### src/rtl/sprite_register_queue_pkg.sv
// Shared definitions for the sprite register queue: default widths,
// collision flag width and the drain state encoding.
package sprite_register_queue_pkg;

    localparam int INDEX_WIDTH_DEFAULT = 12;
    localparam int DATA_WIDTH_DEFAULT  = 16;
    localparam int COLLISION_WIDTH     = 6;

    localparam logic [0:0] STATE_WAIT_VBLANK = 1'b0;
    localparam logic [0:0] STATE_DRAIN       = 1'b1;

endpackage

### src/rtl/sprite_register_queue_register_fifo.sv
// Synchronous FIFO of {index, value} register writes with a
// combinationally visible head entry and a registered occupancy count.
module register_fifo
    import sprite_register_queue_pkg::*;
#(
    parameter int DEPTH       = 16,
    parameter int INDEX_WIDTH = INDEX_WIDTH_DEFAULT,
    parameter int DATA_WIDTH  = DATA_WIDTH_DEFAULT
) (
    input  logic                     clk,
    input  logic                     reset_n,
    input  logic                     push,
    input  logic [INDEX_WIDTH-1:0]   push_index,
    input  logic [DATA_WIDTH-1:0]    push_value,
    input  logic                     pop,
    output logic [INDEX_WIDTH-1:0]   head_index,
    output logic [DATA_WIDTH-1:0]    head_value,
    output logic [$clog2(DEPTH):0]   count,
    output logic                     full,
    output logic                     empty
);

    localparam int PTR_WIDTH = $clog2(DEPTH);
    localparam logic [PTR_WIDTH-1:0] PTR_ONE    = {{(PTR_WIDTH-1){1'b0}}, 1'b1};
    localparam logic [PTR_WIDTH:0]   COUNT_ONE  = {{PTR_WIDTH{1'b0}}, 1'b1};
    localparam logic [PTR_WIDTH:0]   COUNT_FULL = (PTR_WIDTH+1)'(DEPTH);

    logic [INDEX_WIDTH-1:0] index_mem [DEPTH];
    logic [DATA_WIDTH-1:0]  value_mem [DEPTH];
    logic [PTR_WIDTH-1:0]   write_ptr;
    logic [PTR_WIDTH-1:0]   read_ptr;

    assign full       = (count == COUNT_FULL);
    assign empty      = (count == '0);
    assign head_index = index_mem[read_ptr];
    assign head_value = value_mem[read_ptr];

    // Storage carries no reset; only pointers and count define validity.
    always_ff @(posedge clk) begin
        if (push) begin
            index_mem[write_ptr] <= push_index;
            value_mem[write_ptr] <= push_value;
        end
    end

    always_ff @(posedge clk) begin
        if (!reset_n) begin
            write_ptr <= '0;
            read_ptr  <= '0;
            count     <= '0;
        end else begin
            if (push) begin
                write_ptr <= write_ptr + PTR_ONE;
            end
            if (pop) begin
                read_ptr <= read_ptr + PTR_ONE;
            end
            case ({push, pop})
                2'b10:   count <= count + COUNT_ONE;
                2'b01:   count <= count - COUNT_ONE;
                default: count <= count;
            endcase
        end
    end

endmodule

### src/rtl/sprite_register_queue.sv
// Queues CPU sprite register writes and replays them to the display
// controller during vertical blank; also keeps sticky collision flags.
module sprite_register_queue
    import sprite_register_queue_pkg::*;
#(
    parameter int DEPTH       = 16,
    parameter int INDEX_WIDTH = INDEX_WIDTH_DEFAULT,
    parameter int DATA_WIDTH  = DATA_WIDTH_DEFAULT
) (
    input  logic                        clk,
    input  logic                        reset_n,
    input  logic                        cpu_write_i,
    input  logic [INDEX_WIDTH-1:0]      cpu_index_i,
    input  logic [DATA_WIDTH-1:0]       cpu_value_i,
    output logic                        cpu_full_o,
    output logic [$clog2(DEPTH):0]      pending_o,
    output logic                        overflow_o,
    input  logic                        overflow_clear_i,
    input  logic                        in_vblank_i,
    output logic                        register_write_o,
    output logic [INDEX_WIDTH-1:0]      register_index_o,
    output logic [DATA_WIDTH-1:0]       register_write_value_o,
    input  logic [COLLISION_WIDTH-1:0]  collision_i,
    input  logic                        collision_read_i,
    output logic [COLLISION_WIDTH-1:0]  collision_o
);

    logic                   vblank_q;
    logic [0:0]             state;
    logic [0:0]             state_next;
    logic                   fifo_full;
    logic                   fifo_empty;
    logic                   push;
    logic                   drop;
    logic                   pop;
    logic [INDEX_WIDTH-1:0] head_index;
    logic [DATA_WIDTH-1:0]  head_value;

    assign push       = cpu_write_i && !fifo_full;
    assign drop       = cpu_write_i && fifo_full;
    assign cpu_full_o = fifo_full;

    register_fifo #(
        .DEPTH       (DEPTH),
        .INDEX_WIDTH (INDEX_WIDTH),
        .DATA_WIDTH  (DATA_WIDTH)
    ) u_fifo (
        .clk        (clk),
        .reset_n    (reset_n),
        .push       (push),
        .push_index (cpu_index_i),
        .push_value (cpu_value_i),
        .pop        (pop),
        .head_index (head_index),
        .head_value (head_value),
        .count      (pending_o),
        .full       (fifo_full),
        .empty      (fifo_empty)
    );

    always_comb begin
        state_next = state;
        case (state)
            STATE_WAIT_VBLANK: if (vblank_q)  state_next = STATE_DRAIN;
            STATE_DRAIN:       if (!vblank_q) state_next = STATE_WAIT_VBLANK;
            default:           state_next = STATE_WAIT_VBLANK;
        endcase
    end

    // Popping follows the state being entered so the first write lands two
    // cycles after vblank rises, and stops as soon as sampled vblank drops.
    assign pop = (state_next == STATE_DRAIN) && !fifo_empty;

    always_ff @(posedge clk) begin
        if (!reset_n) begin
            vblank_q               <= 1'b0;
            state                  <= STATE_WAIT_VBLANK;
            register_write_o       <= 1'b0;
            register_index_o       <= '0;
            register_write_value_o <= '0;
        end else begin
            vblank_q         <= in_vblank_i;
            state            <= state_next;
            register_write_o <= pop;
            if (pop) begin
                register_index_o       <= head_index;
                register_write_value_o <= head_value;
            end
        end
    end

    // A read clears the accumulated flags but keeps bits arriving that cycle.
    always_ff @(posedge clk) begin
        if (!reset_n) begin
            overflow_o  <= 1'b0;
            collision_o <= '0;
        end else begin
            if (drop) begin
                overflow_o <= 1'b1;
            end else if (overflow_clear_i) begin
                overflow_o <= 1'b0;
            end
            if (collision_read_i) begin
                collision_o <= collision_i;
            end else begin
                collision_o <= collision_o | collision_i;
            end
        end
    end

endmodule

### config.mk
export PLATFORM = sky130hd
export DESIGN_NAME = sprite_register_queue
export DESIGN_NICKNAME = d
export VERILOG_FILES = /design/src/rtl/sprite_register_queue_pkg.sv /design/src/rtl/sprite_register_queue_register_fifo.sv /design/src/rtl/sprite_register_queue.sv
export SDC_FILE = /design/constraint.sdc
export NUM_CORES = 1
export LEC_CHECK = 0
export CORE_MARGIN = 2
export CORE_UTILIZATION = 40
export CTS_CLUSTER_DIAMETER = 40
export DETAILED_ROUTE_END_ITERATION = 8
export GPL_ROUTABILITY_DRIVEN = 0
export HOLD_SLACK_MARGIN = 0.15
export PLACE_DENSITY = 0.69
export SYNTH_ARGS = -nofsm -noshare
export SYNTH_HDL_FRONTEND = slang
export SYNTH_SLANG_ARGS = --single-unit
### constraint.sdc
create_clock -name clk -period 6.31 [get_ports clk]
set_clock_uncertainty 0.15 [all_clocks]
set_input_delay 1.262 -clock clk [delete_from_list [all_inputs] [get_ports clk]]
set_output_delay 1.262 -clock clk [all_outputs]
set_load 0.005 [all_outputs]
* Word-level counts from Yosys, hierarchy flattened
Memories as Yosys holds them, arrays and structs flattened. A register that Yosys moved wholly into a read port is not among the register bits.
Cells that the tools add are included.
** Word-level totals
- Word-level logic and storage cells :: 34
- Output and inout bits :: 42
- Bits in registers :: 22
- RAM bits :: 448
- Memories :: 2
- Bits of input ports :: 40
** Memories
- u_fifo.value_mem :: words 16, width 16, rd ports 1, clocked after memory_dff 1, write ports 1, line sprite_register_queue_register_fifo.sv:29 : logic [DATA_WIDTH-1:0] value_mem [DEPTH];
- u_fifo.index_mem :: words 16, width 12, rd ports 1, clocked after memory_dff 1, write ports 1, line sprite_register_queue_register_fifo.sv:28 : logic [INDEX_WIDTH-1:0] index_mem [DEPTH];
** Operators by class
- Multiplexer cells :: 7
- Reduce and logical (&&, ||, !) cells :: 10
- Bitwise operators :: 1
- Eq/ne operators :: 3
- $add $sub $neg :: 4
** Operators by type and width (number)
- $pmux W5 S2 :: 1
- $add A4 B1 Y4 const B :: 2
- $mux W6 :: 1
- $or A6 B6 Y6 :: 1
- $add A5 B1 Y5 const B :: 1
- $eq A5 B5 Y1 const B :: 1
- $logic_not A5 Y1 :: 1
- $mux W1 :: 5
- $sub A5 B1 Y5 const B :: 1
- $logic_not A1 Y1 :: 4
- $reduce_bool A2 Y1 :: 2
- $logic_and A1 B1 Y1 :: 3
- $eq A2 B1 Y1 const B :: 1
- $eq A2 B2 Y1 const B :: 1

* Longest topological paths before layout
Gate-level depths: netlist (run 1).
- Depth after elaboration :: 5
- Gate-level depth with buffers :: 13

* Hierarchy
A second synthesis (run 1) with hierarchy kept.
** Unflattened totals
- Cell total of the unflattened synthesis :: 948
- Area total of the unflattened synthesis :: 19209.7 um2
** Modules (own cells, without submodules)
- register_fifo :: seq. area each 13793.2 um2, times used 1, area each 17734.5 um2, cells each 797
- sprite_register_queue :: seq. area each 740.7 um2, times used 1, area each 1475.2 um2, cells each 151

* Worst setup path after synthesis (run 1)
No wires, ideal clock.
- Kind :: input -> register
- Start :: in cpu_write_i
- End :: mem u_fifo.index_mem[0][0] in the netlist's numbering, enable pin
- Required time :: 5712 ps
- Arrival :: 3751 ps
- Cell stages on the path :: 3
- Slack :: 1961 ps
- Cells stage by stage :: a21boi_1 -> nand2_1 -> nor3_1
** Between the ends
- Cells in the longest elaborated chain, start to end :: 3
** Ends and longest elaborated chain
- start: declaration :: line sprite_register_queue.sv:12 : input logic cpu_write_i,
- $logic_and A1 B1 Y1 :: line sprite_register_queue.sv:39 : assign push = cpu_write_i && !fifo_full;
- $mux W1 :: line sprite_register_queue_register_fifo.sv:40 : if (push) begin
- $mux W1 (not written as such) :: line sprite_register_queue_register_fifo.sv:41 : index_mem[write_ptr] <= push_index;
- end: declaration :: line sprite_register_queue_register_fifo.sv:28
Every way passes these cells.

* Final worst setup path (run 1)
- Start :: reg u_fifo.count[1]
- End :: out cpu_full_o
** Between the ends
- Cells in the longest elaborated chain, start to end :: 1
** Ends and longest elaborated chain
- start: declaration :: line sprite_register_queue_register_fifo.sv:18 : output logic [$clog2(DEPTH):0] count,
- start signal: assignment :: line sprite_register_queue_register_fifo.sv:59 : 2'b10: count <= count + COUNT_ONE;
- start signal: assignment :: line sprite_register_queue_register_fifo.sv:60 : 2'b01: count <= count - COUNT_ONE;
- start signal: assignment :: line sprite_register_queue_register_fifo.sv:61 : default: count <= count;
- $eq A5 B5 Y1 :: line sprite_register_queue_register_fifo.sv:33 : assign full = (count == COUNT_FULL);
- end: declaration :: line sprite_register_queue.sv:15 : output logic cpu_full_o,
Every way passes these cells.

==> results of run 1 <==
-- kinds of logic after synthesis --
group | after synthesis | synth area share
flip-flops | 498 | 0.759
adder cells (fa/ha/maj) | 9 | 0.00591
buffers and inverters | 62 | 0.0160
AND/OR/NAND/NOR | 93 | 0.0242
AO/OA/AOI/OAI | 54 | 0.0285
multiplexers | 170 | 0.163
XOR/XNOR | 8 | 0.00368
-- path summary, 6_finish.rpt --
| path | depth (start not counted) | from | end | slack (ns) |
|---|---|---|---|---|
| max | 3 | u_fifo.count[1]$_SDFFE_PN0P_ | cpu_full_o | 2.53 |
| min | 2 | register_write_value_o[2]$_SDFFE_PN0P_ | register_write_value_o[2]$_SDFFE_PN0P_ | 0.34 |
| min reg2reg | 2 | register_write_value_o[2]$_SDFFE_PN0P_ | register_write_value_o[2]$_SDFFE_PN0P_ | 0.34 |
| max reg2reg | 10 | u_fifo.count[1]$_SDFFE_PN0P_ | u_fifo.count[4]$_SDFFE_PN0P_ | 2.61 |
-- Yosys cell counts (6+ instances only) --
| master | number |
|---|---|
| ha_1 | 9 |
| o221ai_1 | 8 |
| mux2i_1 | 58 |
| mux4_2 | 112 |
| clkbuf_1 | 26 |
| buf_2 | 21 |
| a21oi_1 | 12 |
| nor2_1 | 30 |
| xor2_1 | 6 |
| nand2_1 | 8 |
| inv_1 | 6 |
| dfxtp_1 | 50 |
| o221ai_2 | 20 |
| edfxtp_1 | 448 |
| nor3_1 | 6 |
| nand3_1 | 31 |
-- routing by layer --
layer / track usage / routed length, um / vias up
li1: - / - / 3915
met1: 0.197 / 15700 / 4591
met2: 0.262 / 18900 / 218
met3: 0.0298 / 1810 / 67
met4: 0.0617 / 986 / 0
met5: 0 / 0 / -
-- critical path, cell delays in order (launching register included) --
cell and delay [ns]:
dfxtp_1 0.40, or4_1 0.68, nor2_1 0.18, clkdlybuf4s50_1 0.53
-- per-stage QoR --
step,std cells,power (mW)
6_report,1640,8.30
2_1_floorplan,894,4.70
5_1_grt,1640,8.61
3_3_place_gp,1536,5.06
4_1_cts,1640,8.38
3_5_place_dp,1536,5.08
-- layout make-up --
cell class / instances / area share
sequential: 498 / 0.644
multi-input combinational: 334 / 0.196
clock buffer: 69 / 0.0673
timing repair buffer: 90 / 0.0394
tap: 607 / 0.0338
clock inverter: 35 / 0.0183
inverter: 7 / 0.00117
-- state kept, by name, indices dropped and copies added, names as in the netlist --
name and cells:
u_fifo.count 5, register_write_value_o 16, u_fifo.index_mem 192, u_fifo.read_ptr 4
register_index_o 12, u_fifo.write_ptr 4, overflow_o 1, collision_o 6
register_write_o 1, vblank_q 1, u_fifo.value_mem 256
-- layout by cell type, fill, tap and decap left out, drive strengths merged, types with 2 or more instances in the layout --
cell             n
edfxtp         448
mux4           112
clkdlybuf4s50   80
clkbuf          69
mux2i           58
dfxtp           50
nand3           32
nor2            30
o221ai          28
inv             17
clkinv          14
a21oi           12
buf             10
ha               9
nand2            8
bufinv           7
xor2             6
nor3             6
o211ai           4
clkinvlp         4
nand2b           3
or4              2
xnor2            2
nand3b           2
nor2b            2
o21a             2
o21ai            2
a21boi           2
or3              2
-- power groups by stage --
| stage | clock network (mW) | registers [mW] | logic, mW |
|---|---|---|---|
| 3_3_place_gp | 0 | 3.99 | 1.07 |
| 5_1_grt | 3.50 | 3.95 | 1.16 |
| 4_1_cts | 3.36 | 3.93 | 1.09 |
| 3_5_place_dp | 0 | 4.00 | 1.09 |
| 6_report | 3.31 | 3.92 | 1.07 |
| 2_1_floorplan | 0 | 3.88 | 0.815 |
==> summary.md, run 1 <==
In the final layout, the multi-input gates occupy 4400 um^2. The detailed placement HPWL was 19.4 mm; the final antenna-violating net count was 0. No sink is reached through more buffers than the 3 on the longest clock path. The number of sinks on the clock net was 498; the final antenna diode count was 0. Once routing completed, OpenROAD measured the worst setup slack at 2.53 ns. For the worst slack after detailed placement, the log shows 2.13 ns. Yosys mapped the design onto 44 distinct sky130hd cell types.

The vias after detailed routing was 8791. For the worst setup path, the data required time is 4.90 ns. The worst-case IR drop observed on VDD is 193 uV. Final cell area excluding filler cells: 22500 um^2. Cell area after technology mapping: 19000 um^2. Setup violations remaining at the end of the flow were counted as 0. The power dissipated by switching net loads was 1.97 mW; the source-to-sink clock delay at the later pin of the worst-skew pair was 0.58 ns. The H-tree generated during clock tree synthesis spans 2 levels. TritonCTS built the clock tree. For the pin with the worst max-slew slack, the measured transition is 1.16 ns.

The run gives 943 as the number of nets produced by synthesis. The share of flip-flops with an asynchronous set or reset after synthesis is 0. Entering global routing, the biggest net connects 70 pins. For the area taken by flip-flops and latches, the log shows 14500 um^2. The min-delay analysis places its worst path in the category reg2reg. The layout cell share with drive strength beyond 1 works out to 0.249. The number of remaining DRC errors is 0, and the synthesized area per cell is 21.3 um^2.

The logs give 639 for the number of DRC markers in iteration 0 and 0.339 ns for the final hold slack. The number of synthesized register bits works out to 498. Number of endpoints with negative hold slack in the final report: 0.

The switching fraction of total power was 0.237. The count of flip-flops with a built-in enable after synthesis works out to 448. The sequential fraction of design power is 0.472, and the number of I/O port buffers is 81. Pin placement for this block handled 82 I/O pins.

Dominant synthesized flop cell: edfxtp_1. Max-slew violation count: 0. The path type of the worst setup path is reg2out. The floorplan has 79 rows. The final net count was 1036; the number of cells produced by synthesis was 894. After detailed routing, the average wire length per cell comes to 22.9 um. The count of warnings emitted by yosys is 0, and the count of instances resized after the clock tree is built is 0.

The logs give 0.228 for the remaining max-slew budget at the tightest pin and 0.480 for the share of the core filled with cells. Sorting the synthesized cells by area gives the leading types as edfxtp_1 71%, mux4_2 13%, dfxtp_1 5.3%, mux2i_1 3.0%, o221ai_2 1.6%. The number of clock buffers added by TritonCTS is 56.

Area share of the leading cell type in the synthesized netlist: 0.706. The root buffer cell chosen for the clock tree is clkbuf_16. After detailed routing, the total wire length is 37.5 mm. The maximum net fanout on the critical path is 9, and the width of the chip is 222 um. Measured along the y axis, the die boundary spans 222 um. The period utilization is 0.599.

For this run, the top clock speed supported by timing is 265 MHz. The share of the yosys chip area belonging to registers is 0.759, and the routed via count divided by cell count is 5.36. Overall track demand over capacity in global routing: 0.155.

The number of max-cap violations is 0. Hold repair after CTS inserted 0 buffers. The number of global-route vias before repair was 9466. Setup repair after global routing left no endpoint under its margin.

The flow ran to the end, and the final reports show no timing, DRC or antenna violations. The first-pass detailed-route iteration total was 5; the initial core utilization was 0.407. The fraction of power consumed by combinational cells was 0.129. The full die area is 49400 um^2. The internal portion of the total power is 6.33 mW.

Post-CTS repair timing setup buffer count: 0. STA puts the critical path data arrival time at 2.37 ns. The critical path capture point type was a primary output.

The worst setup path is launched from a flop. Compared with the post-synthesis result, the final layout area differs by 17.9%. In this run the cell area measured after placement is 20500 um^2. The first global-routing pass estimated 57.3 mm of wire. The shortest period the worst path allows works out to 3.78 ns. Adding up every negative setup slack in the final design gives 0 ns. The total congestion overflow is 0, and the placeable core area is 46800 um^2. The initial antenna violation count is 0, and the clock-pin slew reported for the worst setup and hold paths after clock tree synthesis is 0.06 ns.

For the number of fill cells in the layout, the log shows 3769. In this run the power density over the cells is 370 nW/um^2. The synthesized design spends more area on one cell type than any other, namely edfxtp_1. The static leakage power was 6.81 nW; the clock share of power was 0.399.
Note: power is estimated with default switching activity, not from simulation.
==> run 2: changes to the inputs <==
clock period = 3.8 ns   (was 6.31 ns; I/O delays follow)
==> summary.md, run 2 (synthesis gave the netlist of run 1 again) <==
The flow ran to the end, and the final reports show no timing, DRC or antenna violations. The first-pass GRT wire length was 61.8 mm (+7.8%). The run gives 57 (+1.8%) as the number of buffers created by CTS. The power per cell area was 604 nW/um^2 (+64%); the setup violation total in the final timing report was 0 (unchanged). Initial core utilization: 0.407 (unchanged).

The number of flip-flops in the largest register came out at 256 (unchanged). The number of fill cells in the layout is 3751 (-0.48%). The final antenna-violating net count came out at 0 (unchanged).

Setup repair after global routing left no endpoint under its margin. The worst path arrival time was 2.45 ns (+0.08 ns); the count of pins on the block boundary was 82 (unchanged). The maximum net fanout on the critical path is 9 (unchanged), and the vias after detailed routing is 9199 (+4.6%).

The run gives 0 (unchanged) as the max-slew violation count. The die height was 222 um (unchanged); the maximum buffer depth of the clock tree was 3 (unchanged). The tools report the detailed placement HPWL as 23.3 mm (+20%).

The number of DRC markers in iteration 0 was 725 (+13%); the period utilization was 0.884. The deepest level of the CTS H-tree is 2 (unchanged), and the clock-pin slew reported for the worst setup and hold paths after clock tree synthesis is 0.06 ns (about the same). Transition time at the pin with the least slew margin: 0.901 ns (-0.255 ns). The routed length per instance is 24.5 um (+7.2%). The initial antenna violation count came out at 0 (unchanged).

The run gives 13.7 mW (+66%) as the total power of the final layout. For the final antenna diode count, the log shows 0 (unchanged). The largest net degree at the start of global routing was 46 (-34%).

The peak supply drop is 420 uV (+120%). The total congestion overflow is 0 (unchanged). The run gives 0 (unchanged) as the number of max-cap violations. The run gives 79 (unchanged) as the floorplan row count. Worst min-delay path class: reg2reg. Layout cell share with drive strength beyond 1: 0.272 (+0.0233). The most common library cell in the layout ignoring fill and taps was edfxtp_1.

The logs give 0 (unchanged) for the number of endpoints with negative hold slack in the final report and 41.0 mm (+9.3%) for the routed wire length. The number of remaining DRC errors is 0 (unchanged), and the first-pass detailed-route iteration total is 7 (+2). The remaining max-slew budget at the tightest pin is 0.397 (+0.169). Counting flops per register, the top entry is u_fifo.value_mem.

The full die area was 49400 um^2 (unchanged). In the final layout, the registers with the most flip-flops are u_fifo.value_mem x256, u_fifo.index_mem x192, register_write_value_o x16. For the highest attainable clock frequency, the log shows 298 MHz.

Path type of the worst setup path: reg2out. The placeable core area came out at 46800 um^2 (unchanged). For the final net count, the log shows 1066 (+2.9%).

The tools report the post-CTS repair timing setup buffer count as 0 (unchanged). The number of I/O port buffers is 81 (unchanged). Endpoint required time on the critical path: 2.89 ns (-2.01 ns). The critical path capture point type is a primary output. Routed via count divided by cell count: 5.50 (+2.6%). TritonCTS built the clock tree. Leaving out fill and tap cells, the most frequent cells in the layout are 448 x edfxtp_1, 112 x mux4_2, 80 x clkdlybuf4s50_1. The run gives 498 (unchanged) as the number of sinks on the clock net. The tools report the clock root buffer as clkbuf_16.

Compared with the post-synthesis result, the final layout area differs by 19.4%. The run gives 0 (unchanged) as the cts-stage hold buffer count. The static leakage power came out at 6.96 nW (+2.2%).

The source-to-sink clock delay at the later pin of the worst-skew pair is 0.61 ns (+0.03 ns), and the footprint of the multi-input gates is 4420 um^2 (+0.43%). The number of global-route vias before repair was 9704 (+2.5%). The width of the chip was 222 um (unchanged); the area taken by flip-flops and latches was 14500 um^2 (unchanged). Overall track demand over capacity in global routing: 0.169 (+0.0141). Count of instances resized after the clock tree is built: 0 (unchanged). The worst path needs 3.36 ns of the cycle, external delays included.

The startpoint kind of the worst setup timing path is a flop. Setup total negative slack: 0 ns (unchanged).
[run 2: changes by cell type in the layout (fill, tap and decap cells not counted), moves of 2 or more]
cell,before,now
buf_12,1,8
buf_4,8,30
bufinv_16,7,3
clkbuf_1,8,5
clkbuf_8,4,2
clkinv_1,5,8
clkinv_4,3,7
clkinv_8,0,2
inv_6,7,10
inv_8,3,5
nor3_2,4,1
nor3_4,0,3
[run 2: path summary, 6_finish.rpt]
kind / endpoint / depth (start not counted) / slack (ns) / startpoint
min reg2reg: collision_o[4]$_SDFF_PN0_ / 2 / 0.35 / collision_o[4]$_SDFF_PN0_
max reg2reg: register_index_o[7]$_SDFFE_PN0P_ / 6 / 0.72 / u_fifo.count[1]$_SDFFE_PN0P_
min: collision_o[4]$_SDFF_PN0_ / 2 / 0.35 / collision_o[4]$_SDFF_PN0_
max: cpu_full_o / 3 / 0.44 / u_fifo.count[1]$_SDFFE_PN0P_
[run 2: final cells by class]
| class | count | share of cell area |
|---|---|---|
| Timing Repair Buffer | 119 | 0.0524 |
| Clock inverter | 44 | 0.0182 |
| Inverter | 7 | 0.00116 |
| Tap cell | 607 | 0.0334 |
| Clock buffer | 64 | 0.0647 |
| Multi-Input combinational cell | 334 | 0.194 |
| Sequential cell | 498 | 0.636 |
[run 2: per-stage QoR]
step           hold WS (ns)  setup WS, ns  instances  cell area (um^2)   util
2_1_floorplan         0.325         0.314        894             19100      -
3_3_place_gp          0.319         0.446       1565             20900  0.446
3_5_place_dp          0.337         0.442       1565             20900  0.446
4_1_cts               0.351         0.462       1673             22700  0.487
5_1_grt               0.365         0.357       1673             22700  0.487
6_report              0.346         0.441       1673             22700  0.487
[run 2: routing by layer]
layer / GRT usage / vias to the layer above / share of wire / routed length (um)
li1: - / 3974 / - / -
met1: 0.223 / 4890 / 0.42 / 17200
met2: 0.285 / 277 / 0.50 / 20700
met3: 0.0346 / 58 / 0.058 / 2380
met4: 0.0462 / 0 / 0.018 / 735
met5: 0 / - / 0 / 0
[run 2: power breakdown]
part	internal, mW	leakage (nW)	total, mW	switching, mW
combinational	0.979	1.59	1.97	0.994
clock	3.07	0.916	5.36	2.30
sequential	6.25	4.46	6.41	0.161
total	10.3	6.96	13.7	3.45
[run 2: worst max-delay path, cell delays in order (launching register included)]
cell,delay [ns]
dfxtp_1,0.39
or4_1,0.66
nor2_1,0.25
clkdlybuf4s50_1,0.55
